**config.mk**
```make
export PLATFORM = sky130hd
export DESIGN_NAME = pixel_frame_streamer
export DESIGN_NICKNAME = d
export VERILOG_FILES = /design/src/rtl/pixel_frame_streamer.sv
export SDC_FILE = /design/constraint.sdc
export NUM_CORES = 1
export LEC_CHECK = 0
export BUFFER_PORTS_ARGS = -buffer_cell sky130_fd_sc_hd__buf_2
export CORE_UTILIZATION = 30
export DETAILED_ROUTE_END_ITERATION = 12
export GPL_TIMING_DRIVEN = 0
export MAX_ROUTING_LAYER = met4
export PLACE_DENSITY = 0.53
export SKIP_LAST_GASP = 1
export SYNTH_ARGS = -nofsm -noshare
export SYNTH_HDL_FRONTEND = slang
export SYNTH_SLANG_ARGS = --single-unit
export TNS_END_PERCENT = 100
```
**constraint.sdc**
```tcl
create_clock -name clk -period 4.25 [get_ports clk]
set_input_delay 0.425 -clock clk [delete_from_list [all_inputs] [get_ports clk]]
set_output_delay 0.425 -clock clk [all_outputs]
set_load 0.02 [all_outputs]
```
**src/rtl/pixel_frame_streamer.sv**
```systemverilog
// pixel_frame_streamer: reads one frame from a synchronous RAM in raster order and streams it with sof/eol tags; define BORDER_PAD_EN to add a zero border ring
module pixel_frame_streamer #(
  parameter int PIX_W  = 8,
  parameter int IMG_W  = 64,
  parameter int IMG_H  = 64,
  parameter int ADDR_W = 12
) (
  input  logic              clk,
  input  logic              rst,
  input  logic              start,
  output logic              busy,
  output logic              done,
  output logic              mem_rd_en,
  output logic [ADDR_W-1:0] mem_addr,
  input  logic [PIX_W-1:0]  mem_rd_data,
  output logic              pix_valid,
  input  logic              pix_ready,
  output logic [PIX_W-1:0]  pix_data,
  output logic              pix_sof,
  output logic              pix_eol
);
`ifdef BORDER_PAD_EN
  localparam int OUT_W = IMG_W + 2;
  localparam int OUT_H = IMG_H + 2;
`else
  localparam int OUT_W = IMG_W;
  localparam int OUT_H = IMG_H;
`endif
  localparam int XW = $clog2(OUT_W);
  localparam int YW = $clog2(OUT_H);
  localparam logic [XW-1:0] X_LAST = XW'(OUT_W - 1);
  localparam logic [YW-1:0] Y_LAST = YW'(OUT_H - 1);
  typedef enum logic [1:0] {IDLE, RUN, DRAIN, DONE} state_t;
  state_t state, state_n;
  logic [XW-1:0] x;
  logic [YW-1:0] y;
  logic [ADDR_W-1:0] addr;
  logic [1:0] count, used, lvl;
  logic infl, infl_sof, infl_eol;
`ifdef BORDER_PAD_EN
  logic infl_pad;
`endif
  logic [PIX_W-1:0] d0, d1, push_data;
  logic sof0, sof1, eol0, eol1;
  logic issue, pad, last, pop, push;
  // Slot issue, FIFO handshake, FSM next state and outputs. Issue looks at
  // occupancy after this cycle's pop so a full-rate stream keeps flowing.
  always_comb begin
    pix_valid = count != 2'd0;
    pix_data = d0;
    pix_sof = sof0 && pix_valid;
    pix_eol = eol0 && pix_valid;
    pop = pix_valid && pix_ready;
    push = infl;
    lvl = count - 2'(pop);
    used = lvl + 2'(infl);
    issue = (state == RUN || (state == IDLE && start)) && used < 2'd2;
    last = x == X_LAST && y == Y_LAST;
`ifdef BORDER_PAD_EN
    pad = x == '0 || x == X_LAST || y == '0 || y == Y_LAST;
    push_data = infl_pad ? '0 : mem_rd_data;
`else
    pad = 1'b0;
    push_data = mem_rd_data;
`endif
    mem_rd_en = issue && !pad;
    mem_addr = addr;
    busy = state == RUN || state == DRAIN;
    done = state == DONE;
    state_n = state == IDLE ? (start ? RUN : IDLE) :
              state == RUN ? (issue && last ? DRAIN : RUN) :
              state == DRAIN ? (!infl && (count == 2'd0 || (count == 2'd1 && pop)) ? DONE : DRAIN) :
              IDLE;
  end
  // State register
  always_ff @(posedge clk)
    if (rst) state <= IDLE;
    else state <= state_n;
  // Raster position and RAM address; both wrap to zero after the last slot
  always_ff @(posedge clk)
    if (rst) begin
      x <= '0;
      y <= '0;
      addr <= '0;
    end else if (issue) begin
      x <= x == X_LAST ? '0 : x + 1'b1;
      if (x == X_LAST) y <= y == Y_LAST ? '0 : y + 1'b1;
      addr <= last ? '0 : addr + ADDR_W'(mem_rd_en);
    end
  // One-deep in-flight stage carrying the tags computed at issue time
  always_ff @(posedge clk)
    if (rst) begin
      infl <= 1'b0;
      infl_sof <= 1'b0;
      infl_eol <= 1'b0;
`ifdef BORDER_PAD_EN
      infl_pad <= 1'b0;
`endif
    end else begin
      infl <= issue;
      infl_sof <= x == '0 && y == '0;
      infl_eol <= x == X_LAST;
`ifdef BORDER_PAD_EN
      infl_pad <= pad;
`endif
    end
  // Two-entry shift FIFO; d0 is the head presented on the stream
  always_ff @(posedge clk)
    if (rst) begin
      count <= 2'd0;
      d0 <= '0;
      d1 <= '0;
      sof0 <= 1'b0;
      sof1 <= 1'b0;
      eol0 <= 1'b0;
      eol1 <= 1'b0;
    end else begin
      count <= count + 2'(push) - 2'(pop);
      if (pop) begin
        d0 <= d1;
        sof0 <= sof1;
        eol0 <= eol1;
      end
      if (push && lvl == 2'd0) begin
        d0 <= push_data;
        sof0 <= infl_sof;
        eol0 <= infl_eol;
      end
      if (push && lvl == 2'd1) begin
        d1 <= push_data;
        sof1 <= infl_sof;
        eol1 <= infl_eol;
      end
    end
endmodule
```
==> impl_metrics.tcl <==
set metrics [dict create \
    status "completed" \
    synth_top_cell_by_area "dfxtp_1" \
    dpl_cell_area_sq_um 2800 \
    grt_max_degree 18 \
    diodes 0 \
    worst_slack_ns 1.84 \
    drc 0 \
    min_path_type "in2reg" \
    r2r_setup_slack_ns 1.84 \
    slowest_stage "dfxtp_1" \
    synth.area.mux_share_pct 9.37 \
    required_ns 4.45 \
    synth-compound-area-share_pct 9.62 \
    overflow 0 \
    rsz0062_at_grt "no" \
    syn_nets 303 \
    hold_end "d1[5]" \
    synth_top_area_share_pct 40.9 \
    dr.first_iter.drc_count 47 \
    synth_area_leaders "dfxtp_1 41%, mux2i_1 8.0%, nor2_1 6.9%, ha_1 5.5%, xor2_1 5.3%" \
    worst_clock_skew_ns 0.0137 \
    postSynthAreaPerCell_sq_um 8.91 \
    syn_inst 280 \
    initial_utilization_pct 31.6 \
    end_kind "flop" \
    synthArstFlopShare_pct 0 \
    cts-htree-levels 2 \
    cts_resized 0 \
    vias_per_cell 4.79 \
    ant_nets 0 \
    grt_pass1_vias 1942 \
    core_area_sq_um 7890 \
    io_pins 38 \
    synth_ff_type "dfxtp_1" \
    wl_um 5500 \
    hold_violations 0 \
    vias 2040 \
    track_usage_pct 13.9 \
    dr.pass1.iters 4 \
    crit_path_frequent_cell "ha_1" \
    grt_pass1_wl_um 9320 \
    synth_xor_area_share_pct 6.32 \
    n_fill_cell 861 \
    portBuffers 36 \
    num_rows 32 \
    synthSimpleGateAreaFrac_pct 23.8 \
    ys_types 44 \
    hold_path_depth 3 \
    die_area_sq_um 8690 \
    yosysWarnings 0 \
    maxSlewViolCount 0 \
    clk_pin_slew_ns 0.10 \
    areaGrowthSynthToFinish_pct 16.9 \
    dp.cells 418 \
    setup-violations-final 0 \
    cp_max_fo 10 \
    cts_buffers 5 \
    clock.fmax_mhz 414 \
    slew_headroom_pct 60.4 \
    ctsHoldBuffers 0 \
    instances_no_fill 426 \
    synth_top_family_by_area "simple AND/OR/NAND/NOR gates" \
    hp-start "mem_rd_data[5]" \
    layout-drive-gt1-share_pct 19.1 \
    dp_hpwl_um 3870 \
    synth_seq_area_share_pct 40.9 \
    dp_slack_ns 1.76 \
    r2r_end "mem_addr[8]" \
    path_cells "inv_1 > ha_1 > a21oi_1 > a31oi_4 > nand2_4 > inv_2 > ha_1 > nand2_1 > nor3_1 > nand3_1 > xor2_1 > nor2_1" \
    min_period_ns 2.41 \
    die_height_um 93.2 \
    powerDensity_nw_per_um2 468 \
    fin_crit_sh_pct 56.8 \
    die_w_um 93.2 \
    worst_hold_slack_ns 0.362 \
    cts-root-buf "clkbuf_8" \
    timing.rr.start "state[0]" \
    irDropWorstVdd_v 0.000159 \
    final_cell_area_sq_um 2920 \
    antenna_found_initial 0 \
    tns_ns 0 \
    clockBufferDepth 2 \
    critPathKind "reg2reg" \
    synth.cell_area_sq_um 2500 \
    nets 346 \
    drv_cap 0 \
    cts.sinks 51 \
    yosys.area_share.adder_pct 5.51 \
    ys_ff_latch 51 \
    r2r_cells 12 \
    cts_tree "built" \
    routedWlPerCell_um 12.9 \
    globalplace.congestion 0.762 \
    critPathArrivalTime_ns 2.61 \
    tightest_slew_ns 0.592 \
    power_leakage_nw 1.26 \
    cp-start-kind "flop" \
    post_cts_buffers 0 \
    insertion_delay_ns 0.31 \
    cpPeakStageDelay_ns 0.35 \
    synth_edf_count 0 \
]
[synth_stat cells (2+ instances only)]
master,number
ha_1,11
nor2b_1,2
nand4_1,5
mux2i_1,20
nand3b_1,2
buf_6,2
or2_2,2
buf_2,3
nor2_1,46
dfxtp_1,51
and3_1,2
a211oi_1,11
clkbuf_1,7
nor4_1,2
nor3_1,6
inv_1,10
nand2_1,17
xor2_1,15
a21oi_1,11
o21ai_0,5
nand3_1,20
xnor2_1,3
and2_1,2
or3_1,5
[placed cells by master (no fill, tap or decap), drive strengths merged, types with 2 or more instances in the layout]
cell type / instances
mux2i: 21
nor4: 3
xnor2: 3
inv: 12
nand3b: 2
xor2: 15
or3: 5
and2: 4
nand4: 5
a31oi: 2
and3: 2
a211oi: 11
o21ai: 5
nor2b: 3
dfxtp: 51
a21oi: 11
buf: 42
nor2: 46
nand2: 18
ha: 11
nand3: 21
nor3: 6
or2: 2
clkbuf: 12
[critical path: cells and delay by family (launching register included)]
family	cells	cell delay, ns
simple gates	5	0.64
compound gates	2	0.44
flops	1	0.35
xor+xnor	1	0.15
buf+inv	2	0.30
fa+ha+maj	2	0.43
[stage by stage]
step           util, %  total power, mW
2_1_floorplan        -            0.909
3_3_place_gp      35.5             1.02
3_5_place_dp      35.5             1.03
4_1_cts           37.0             1.38
5_1_grt           37.0             1.45
6_report          37.0             1.37
[where the power goes]
part	switching (mW)	total (mW)	internal (mW)
Combinational	0.268	0.440	0.173
Clock	0.175	0.353	0.178
Sequential	0.0386	0.572	0.534
[layer usage]
| layer | vias to the layer above | part of all wire, % | track usage, % |
|---|---|---|---|
| met3 | 8 | 3.1 | 2.36 |
| met2 | 27 | 47 | 22.0 |
| met4 | 0 | 1.4 | 4.62 |
| li1 | 1051 | - | - |
| met1 | 954 | 49 | 18.0 |
| met5 | - | 0 | - |
[registers in the layout, summed over array words and instances (netlist names)]
register  flops
state         2
mem_addr     12
infl_sof      1
pix_data      8
eol1          1
infl_eol      1
count         2
infl          1
x             6
sof1          1
y             6
sof0          1
d1            8
eol0          1
[cells by family after synthesis]
kind of cell	Yosys count
flops	51
fa+ha+maj	11
xor+xnor	18
buf+inv	24
simple gates	119
mux	22
compound gates	35
[layout make-up]
class,instances,area (sq um),area share [%]
plain buffers,13,71.3,2.44
clock buffers,5,68.8,2.36
clock inverters,3,46.3,1.59
inverters,11,41.3,1.41
multi-input cells,205,1360,46.7
flip-flops and latches,51,1020,35.0
well taps,102,128,4.37
repair buffers,36,180,6.17
[how the worst max path moves through the flow]
| stage | from | endpoint | slack (ns) | depth (start not counted) |
|---|---|---|---|---|
| 2_1_floorplan | pix_ready | mem_addr[9] | 2.14 | 10 |
| 3_3_place_gp | pix_ready | mem_addr[9] | 1.78 | 11 |
| 3_5_place_dp | pix_ready | mem_addr[9] | 1.76 | 11 |
| 4_1_cts | state[0] | mem_addr[8] | 1.83 | 12 |
| 5_1_grt | state[0] | mem_addr[8] | 1.57 | 12 |
| 6_report | state[0] | mem_addr[8] | 1.84 | 12 |
Power figures use the tool's default switching activity.
